`src/rtl/mesh_port_arbiter.sv`:
```
// Round-robin arbiter for one mesh router output port.
// Grants one requesting input FIFO at a time, moves exactly one packet per
// grant (pop source + push destination) and honours destination backpressure.
// A one-cycle GAP follows every transfer so the source head can refresh.
module mesh_port_arbiter #(
    parameter int NUM_IN    = 5,
    parameter int pckg_sz   = 40,
    parameter int STALL_MAX = 16,
    localparam int IDX_W    = $clog2(NUM_IN)
) (
    input  logic                      clk,
    input  logic                      reset,
    input  logic [NUM_IN-1:0]         req,
    input  logic [NUM_IN*pckg_sz-1:0] data_in,
    input  logic                      dst_full,
    output logic                      push,
    output logic [pckg_sz-1:0]        data_out,
    output logic [NUM_IN-1:0]         pop,
    output logic                      gnt_vld,
    output logic [IDX_W-1:0]          gnt_idx,
    output logic [15:0]               pkt_cnt,
    output logic                      stall
);

    localparam logic [1:0] ST_IDLE = 2'd0;
    localparam logic [1:0] ST_SEND = 2'd1;
    localparam logic [1:0] ST_GAP  = 2'd2;

    localparam logic [7:0]       STALL_MAX_C = 8'(STALL_MAX);
    localparam logic [IDX_W:0]   NUM_IN_C    = (IDX_W+1)'(NUM_IN);
    localparam logic [IDX_W-1:0] LAST_IDX_C  = IDX_W'(NUM_IN - 1);

    logic [1:0]       state_q, state_d;
    logic [IDX_W-1:0] ptr_q, ptr_d;
    logic [IDX_W-1:0] gnt_idx_q, gnt_idx_d;
    logic [15:0]      pkt_cnt_q, pkt_cnt_d;
    logic [7:0]       stall_cnt_q, stall_cnt_d;
    logic             stall_q, stall_d;

    logic [IDX_W-1:0] winner_s;
    logic             found_s;
    logic [IDX_W:0]   cand_s;
    logic             req_gnt_s;
    logic             push_s;
    logic [pckg_sz-1:0] data_s;

    assign req_gnt_s = req[gnt_idx_q];
    assign gnt_vld   = (state_q == ST_SEND);
    // Reset gates the strobes so an in-flight packet stays in its source.
    assign push_s    = reset & gnt_vld & req_gnt_s & ~dst_full;

    assign push     = push_s;
    assign pop      = push_s ? ({{(NUM_IN-1){1'b0}}, 1'b1} << gnt_idx_q) : {NUM_IN{1'b0}};
    assign data_out = data_s;
    assign gnt_idx  = gnt_idx_q;
    assign pkt_cnt  = pkt_cnt_q;
    assign stall    = stall_q;

    // Round-robin search: first requester at or after ptr, wrapping.
    always_comb begin
        winner_s = ptr_q;
        found_s  = 1'b0;
        cand_s   = {(IDX_W+1){1'b0}};
        for (int k = 0; k < NUM_IN; k++) begin
            cand_s = {1'b0, ptr_q} + (IDX_W+1)'(k);
            if (cand_s >= NUM_IN_C) begin
                cand_s = cand_s - NUM_IN_C;
            end else begin
                cand_s = cand_s;
            end
            if (!found_s && req[cand_s[IDX_W-1:0]]) begin
                winner_s = cand_s[IDX_W-1:0];
                found_s  = 1'b1;
            end else begin
                found_s  = found_s;
            end
        end
    end

    // Head-packet mux for the granted source; zero when no grant is active.
    always_comb begin
        data_s = {pckg_sz{1'b0}};
        for (int i = 0; i < NUM_IN; i++) begin
            if (reset && gnt_vld && (gnt_idx_q == IDX_W'(i))) begin
                data_s = data_in[i*pckg_sz +: pckg_sz];
            end else begin
                data_s = data_s;
            end
        end
    end

    // Next-state logic for the IDLE/SEND/GAP grant sequence and counters.
    always_comb begin
        state_d     = state_q;
        ptr_d       = ptr_q;
        gnt_idx_d   = gnt_idx_q;
        pkt_cnt_d   = pkt_cnt_q;
        stall_cnt_d = stall_cnt_q;
        stall_d     = stall_q;
        case (state_q)
            ST_IDLE: begin
                stall_cnt_d = 8'd0;
                stall_d     = 1'b0;
                if (found_s) begin
                    gnt_idx_d = winner_s;
                    state_d   = ST_SEND;
                end else begin
                    state_d   = ST_IDLE;
                end
            end
            ST_SEND: begin
                if (!req_gnt_s) begin
                    // Source withdrew: drop the grant, keep the pointer.
                    state_d     = ST_IDLE;
                    stall_cnt_d = 8'd0;
                    stall_d     = 1'b0;
                end else if (!dst_full) begin
                    pkt_cnt_d   = (pkt_cnt_q == 16'hFFFF) ? 16'hFFFF : pkt_cnt_q + 16'd1;
                    ptr_d       = (gnt_idx_q == LAST_IDX_C) ? {IDX_W{1'b0}} : gnt_idx_q + IDX_W'(1);
                    stall_cnt_d = 8'd0;
                    stall_d     = 1'b0;
                    state_d     = ST_GAP;
                end else begin
                    // Blocked: hold the grant and count consecutive stall cycles.
                    stall_cnt_d = (stall_cnt_q == 8'hFF) ? 8'hFF : stall_cnt_q + 8'd1;
                    stall_d     = (stall_cnt_d >= STALL_MAX_C);
                    state_d     = ST_SEND;
                end
            end
            ST_GAP: begin
                stall_cnt_d = 8'd0;
                stall_d     = 1'b0;
                state_d     = ST_IDLE;
            end
            default: begin
                stall_cnt_d = 8'd0;
                stall_d     = 1'b0;
                state_d     = ST_IDLE;
            end
        endcase
    end

    // State and counter registers with synchronous active-low reset.
    always_ff @(posedge clk) begin
        if (!reset) begin
            state_q     <= ST_IDLE;
            ptr_q       <= {IDX_W{1'b0}};
            gnt_idx_q   <= {IDX_W{1'b0}};
            pkt_cnt_q   <= 16'd0;
            stall_cnt_q <= 8'd0;
            stall_q     <= 1'b0;
        end else begin
            state_q     <= state_d;
            ptr_q       <= ptr_d;
            gnt_idx_q   <= gnt_idx_d;
            pkt_cnt_q   <= pkt_cnt_d;
            stall_cnt_q <= stall_cnt_d;
            stall_q     <= stall_d;
        end
    end

endmodule
```
`config.mk`:
```
export PLATFORM = sky130hd
export DESIGN_NAME = mesh_port_arbiter
export DESIGN_NICKNAME = d
export VERILOG_FILES = /design/src/rtl/mesh_port_arbiter.sv
export SDC_FILE = /design/constraint.sdc
export NUM_CORES = 1
export LEC_CHECK = 0
export ABC_AREA = 1
export BUFFER_PORTS_ARGS = -buffer_cell sky130_fd_sc_hd__buf_2
export CORE_MARGIN = 1.5
export CORE_UTILIZATION = 35
export CTS_BUF_LIST = sky130_fd_sc_hd__clkbuf_2
export CTS_CLUSTER_SIZE = 40
export DETAILED_ROUTE_END_ITERATION = 10
export GPL_TIMING_DRIVEN = 0
export PLACE_DENSITY = 0.74
export SLEW_MARGIN = 20
export SYNTH_ARGS = -nofsm -noshare
export SYNTH_HDL_FRONTEND = slang
export SYNTH_SLANG_ARGS = --single-unit
```
`constraint.sdc`:
```
create_clock -name clk -period 3.2 [get_ports clk]
set_input_delay 0.16 -clock clk [delete_from_list [all_inputs] [get_ports clk]]
set_output_delay 0.16 -clock clk [all_outputs]
set_load 0.05 [all_outputs]
```
After elaboration in Yosys (flattened, before gate mapping)
Cells that the tools add are included.

word-level totals
  output and inout bits = 67
  register bits = 33
  logic and storage cells = 101
  input bits = 208

operators by class
  reduce and logical (&&, ||, !) cells = 19
  $lt $le $gt $ge = 12
  shift-type cells = 1
  equality and inequality tests = 7
  bitwise operators = 4
  muxes and demuxes = 40
  add/sub/neg operators = 12

operator list
  operator               count
  $mux 40                5
  $mux 3                 11
  $lt 3x4->1 const B     6
  $bmux 1 s3             6
  $add 16x1->16 const B  1
  $eq 16x16->1 const B   1
  $ge 4x3->1 const B     4
  $mux 16                1
  $sub 3x3->3 const B    5
  $mux 1                 12
  $logic_and 1x1->1      10
  $add 3x2->4 const B    2
  $add 8x1->8 const B    1
  $eq 8x8->1 const B     1
  $ge 8x5->1 const B     1
  $mux 8                 1
  $eq 3x2->1 const B     2
  $mux 5                 1
  $shl 1x3->5 const A    1
  $add 3x1->4 const B    1
  $add 3x3->4 const B    1
  $logic_not 1->1        4
  $mux 2                 2
  $pmux 2 s2             1
  other kinds (12)       14

Longest topological paths before layout
  depth after elaboration = 19
  mapped depth = 19
  mapped depth without buffers = 19

Worst setup path before layout
No wires, ideal clock.

  path type = flip-flop to output port
  from = reg gnt_idx_q[0] (netlist: gnt_idx[0])
  to = out pop[2]
  path buffers = 0
  stages on the path, launching flop included = 9
  data required time = 3.040 ns
  arrival = 3.294 ns
  slack = -0.254 ns
  cell sequence = dfxtp_1 > o211ai_1 > nand2_1 > nand2_1 > nand2_1 > nand2_2 > nor2_1 > inv_1 > nor3_1

between the ends
  longest elaborated chain between the ends = 5
  elaborated cells between the ends (all ways) = 6
  classes of those cells = shift (1); mux (3); bitwise (2)

RTL lines
  what                          line  source
  start: declaration            35    logic [IDX_W-1:0] gnt_idx_q, gnt_idx_d;
  start signal: assignment      148   gnt_idx_q <= {IDX_W{1'b0}};
  start signal: assignment      155   gnt_idx_q <= gnt_idx_d;
  $bmux 1 s3                    47    assign req_gnt_s = req[gnt_idx_q];
  $mux 1 (not written as such)  47
  $and 1x1->1 (2 in series)     50    assign push_s = reset & gnt_vld & req_gnt_s & ~dst_full;
  net push                      16    output logic push,
  $mux 5                        53    assign pop = push_s ? ({{(NUM_IN-1){1'b0}}, 1'b1} << gnt_idx_q) : {NUM_IN{1'b0}};
  end: declaration              18    output logic [NUM_IN-1:0] pop,

The timed path passes the listed nets, and every way through them passes these cells. The select of a mux whose other input is x is not followed.

Worst setup path after layout
  from = reg gnt_idx_q[2] (netlist: gnt_idx[2])
  to = out data_out[19]

between the ends
  longest elaborated chain between the ends = 7
  elaborated cells between the ends (all ways) = 15
  classes of those cells = eq/ne (4); mux (5); reduce/logical (6)

RTL lines
  what                   line  source
  $logic_not 3->1        84    if (reset && gnt_vld && (gnt_idx_q == IDX_W'(i))) begin
  $logic_and 1x1->1      84
  $mux 40 (4 in series)  84
  $mux 40 (*)            84
  end: declaration       17    output logic [pckg_sz-1:0] data_out,

Every way passes the cells marked *; elsewhere a longest branch is shown, timed or not.

==> flow_summary.yaml <==
sta:
  finClkSkew_ns: 0.00646
  timing.final.crit_share_pct: 92.9
  final_max_slew_viol_count: 0
  max_clock_freq_mhz: 336
  hold_viol: 0
  slew_headroom_pct: 62.6
  worstMarginPinSlew_ns: 0.561
  rsz0062_at_grt: "true"
  fin_setup_tns_ns: 0
  fin_ws_ns: 0.226
  setup_viol: 0
  whs_ns: 0.0457
  period_minus_slack_ns: 2.97
clock_network:
  cts_tree: "done"
  post_cts.repair.setup_buffers: 0
  clock_path_buffers: 2
  clock_latency_ns: 0.38
  cts_inserted_buffers: 5
  clock-sinks: 33
  cts_max_level: 2
  cts_root_buffer: "clkbuf_2"
  clk_pin_slew_ns: 0.16
critical_path:
  worst-path-buf-inv: 5
  crit_fanout: 10
  cp_common_cell: "inv_1"
  crit_family: "buffers and inverters"
  critPathSlowestCell: "dfxtp_1"
  path_cells: "inv_1 -> ha_1 -> inv_1 -> nor2_2 -> inv_1 -> clkbuf_1 -> o211ai_1 -> a21oi_2 -> clkbuf_4"
  crit_arrival_ns: 2.81
  worstPathRequired_ns: 3.04
  worst_path_largest_cell_delay_ns: 0.52
  critPathCaptureType: "output pin"
  startpoint_type: "flip-flop"
  crit_type: "reg -> out"
finish:
  utilization_pct: 50.5
  fillers: 1291
  area_delta_synth_final_pct: 38.6
  drive_gt1_share_pct: 33.5
  final_cells: 1152
  multiInputGateArea_um2: 3200
  nets: 1230
  regArea_um2: 662
  finalInstanceArea_um2: 5870
yosys:
  synth_area_leader_cell: "dfxtp_1"
  synth_fp_nets: 949
  ys_top_cells_by_count: "126 x nand2_1, 124 x nand3_1, 99 x a21oi_1, 52 x inv_1, 48 x nor3_1"
  syn_avg_cell_area_um2: 5.84
  syn_inst: 725
  synthFlopType: "dfxtp_1"
  synthArstFlopShare_pct: 0
  synth_enable_flop_cells: 0
  synth_area_um2: 4230
  synth_seq_area_share_pct: 15.6
  ys_ff_latch: 33
  ys_types: 34
  synth_top_area_share_pct: 15.6
  ys_warn_count: 0
  synth_area_leaders: "dfxtp_1 16%, nand3_1 15%, a21oi_1 12%, nand2_1 11%, o211ai_1 7.4%"
  synth_most_common_cell: "nand2_1"
grt:
  grt_use_total_pct: 28.6
  grt_overflow: 0
  grt_pass1_wl_um: 29400
  grt_max_degree: 12
  grt_antenna_before_repair: 5
  first_global_vias: 5839
drt:
  vias_per_cell: 5.44
  finalWirelength_um: 19000
  first_pass_iters: 6
  drtIter0Drc: 505
  drc: 0
  ant_nets: 0
  wire_per_inst_um: 16.5
  vias: 6263
place:
  dp_hpwl_um: 15400
  portBuffers: 274
  gp_congestion: 0.999
  placed_area_um2: 5790
  pre_cts_slack_ns: 0.278
  dpl.cell_count: 1142
pwr:
  fin_total_pwr_mw: 3.27
  pwr_density_cell_nw_per_um2: 558
  max-vdd-ir-drop_mv: 0.309
  leakagePower_nw: 2.81
floorplan:
  fp.dieH_um: 113
  fp.dieArea_um2: 12800
  fp.coreArea_um2: 11600
  initial_core_util_pct: 36.4
  num_rows: 39
  die_w_um: 113
  num_io_pins: 275
outcome:
  status: "complete, no violations"
min_path:
  hold_path_class: "in -> reg"
run:
  drv_cap: 0
==> logic make-up (layout without fill, tap and decap cells) <==
kind of cell | count (synthesis) | count (layout) | share of synthesized area, %
and+or+nand+nor | 377 | 377 | 41.5
AOI/OAI and AO/OA | 183 | 183 | 25.7
buffers and inverters | 102 | 384 | 9.40
DFF | 33 | 33 | 15.6
adders and majority gates | 16 | 16 | 4.91
xor gates and xnor gates | 14 | 14 | 2.90
other | 0 | 2 | 0
==> worst min-delay path, cell delays in order <==
cell	delay [ns]
buf_2	0.13
nand2_1	0.08
a21oi_2	0.03
==> worst paths after layout <==
check / from / endpoint / slack, ns / cells past startpoint
worst min register to register: stall_cnt_q[0] / stall_cnt_q[0] / 0.49 / 1
worst max-delay path: gnt_idx[2] / data_out[19] / 0.23 / 9
worst max register to register: ptr_q[0] / gnt_idx[2] / 0.44 / 17
worst min-delay path: reset / gnt_idx[1] / 0.05 / 3
==> repair_timing <==
action,CTS,global route
setup endpoints to repair,2,41
hold buffers,0,0
gates resized for setup,3,21
pin swaps,0,1
==> layer usage <==
layer | routed length, um | global-route usage [%] | up-vias
met5 | 40 | 0 | -
met4 | 666 | 10.6 | 6
met3 | 1510 | 6.59 | 58
li1 | - | - | 3112
met2 | 9210 | 50.4 | 271
met1 | 7610 | 34.1 | 2816
==> sequential cells by signal (all words and copies together) (netlist names) <==
signal       flops
gnt_idx          3
state_q          2
pkt_cnt         16
stall_cnt_q      8
ptr_q            3
stall            1
==> layout by cell type (no fill, tap or decap), drive strengths merged, types with 10 or more instances in the layout <==
cell type / instances
nand4: 10
o211ai: 42
o21ai: 26
buf: 280
nor3: 48
clkbuf: 47
a21oi: 103
dfxtp: 33
xor2: 10
nand3: 126
ha: 15
inv: 57
nor2: 45
nand2: 138
==> cell type report <==
class / count / area share, %
repair buffers: 274 / 23.4
multi-input cells: 590 / 54.5
diodes: 2 / 0.0853
inverters: 57 / 3.65
well taps: 143 / 3.05
plain buffers: 45 / 3.33
flip-flops and latches: 33 / 11.3
clock buffers: 8 / 0.682
==> power breakdown <==
part | switching [mW] | leakage [nW] | internal, mW
logic | 1.84 | 2.51 | 0.728
registers | 0.0543 | 0.267 | 0.444
clock network | 0.141 | 0.0332 | 0.0644
total | 2.04 | 2.81 | 1.24
Power figures use the tool's default switching activity.
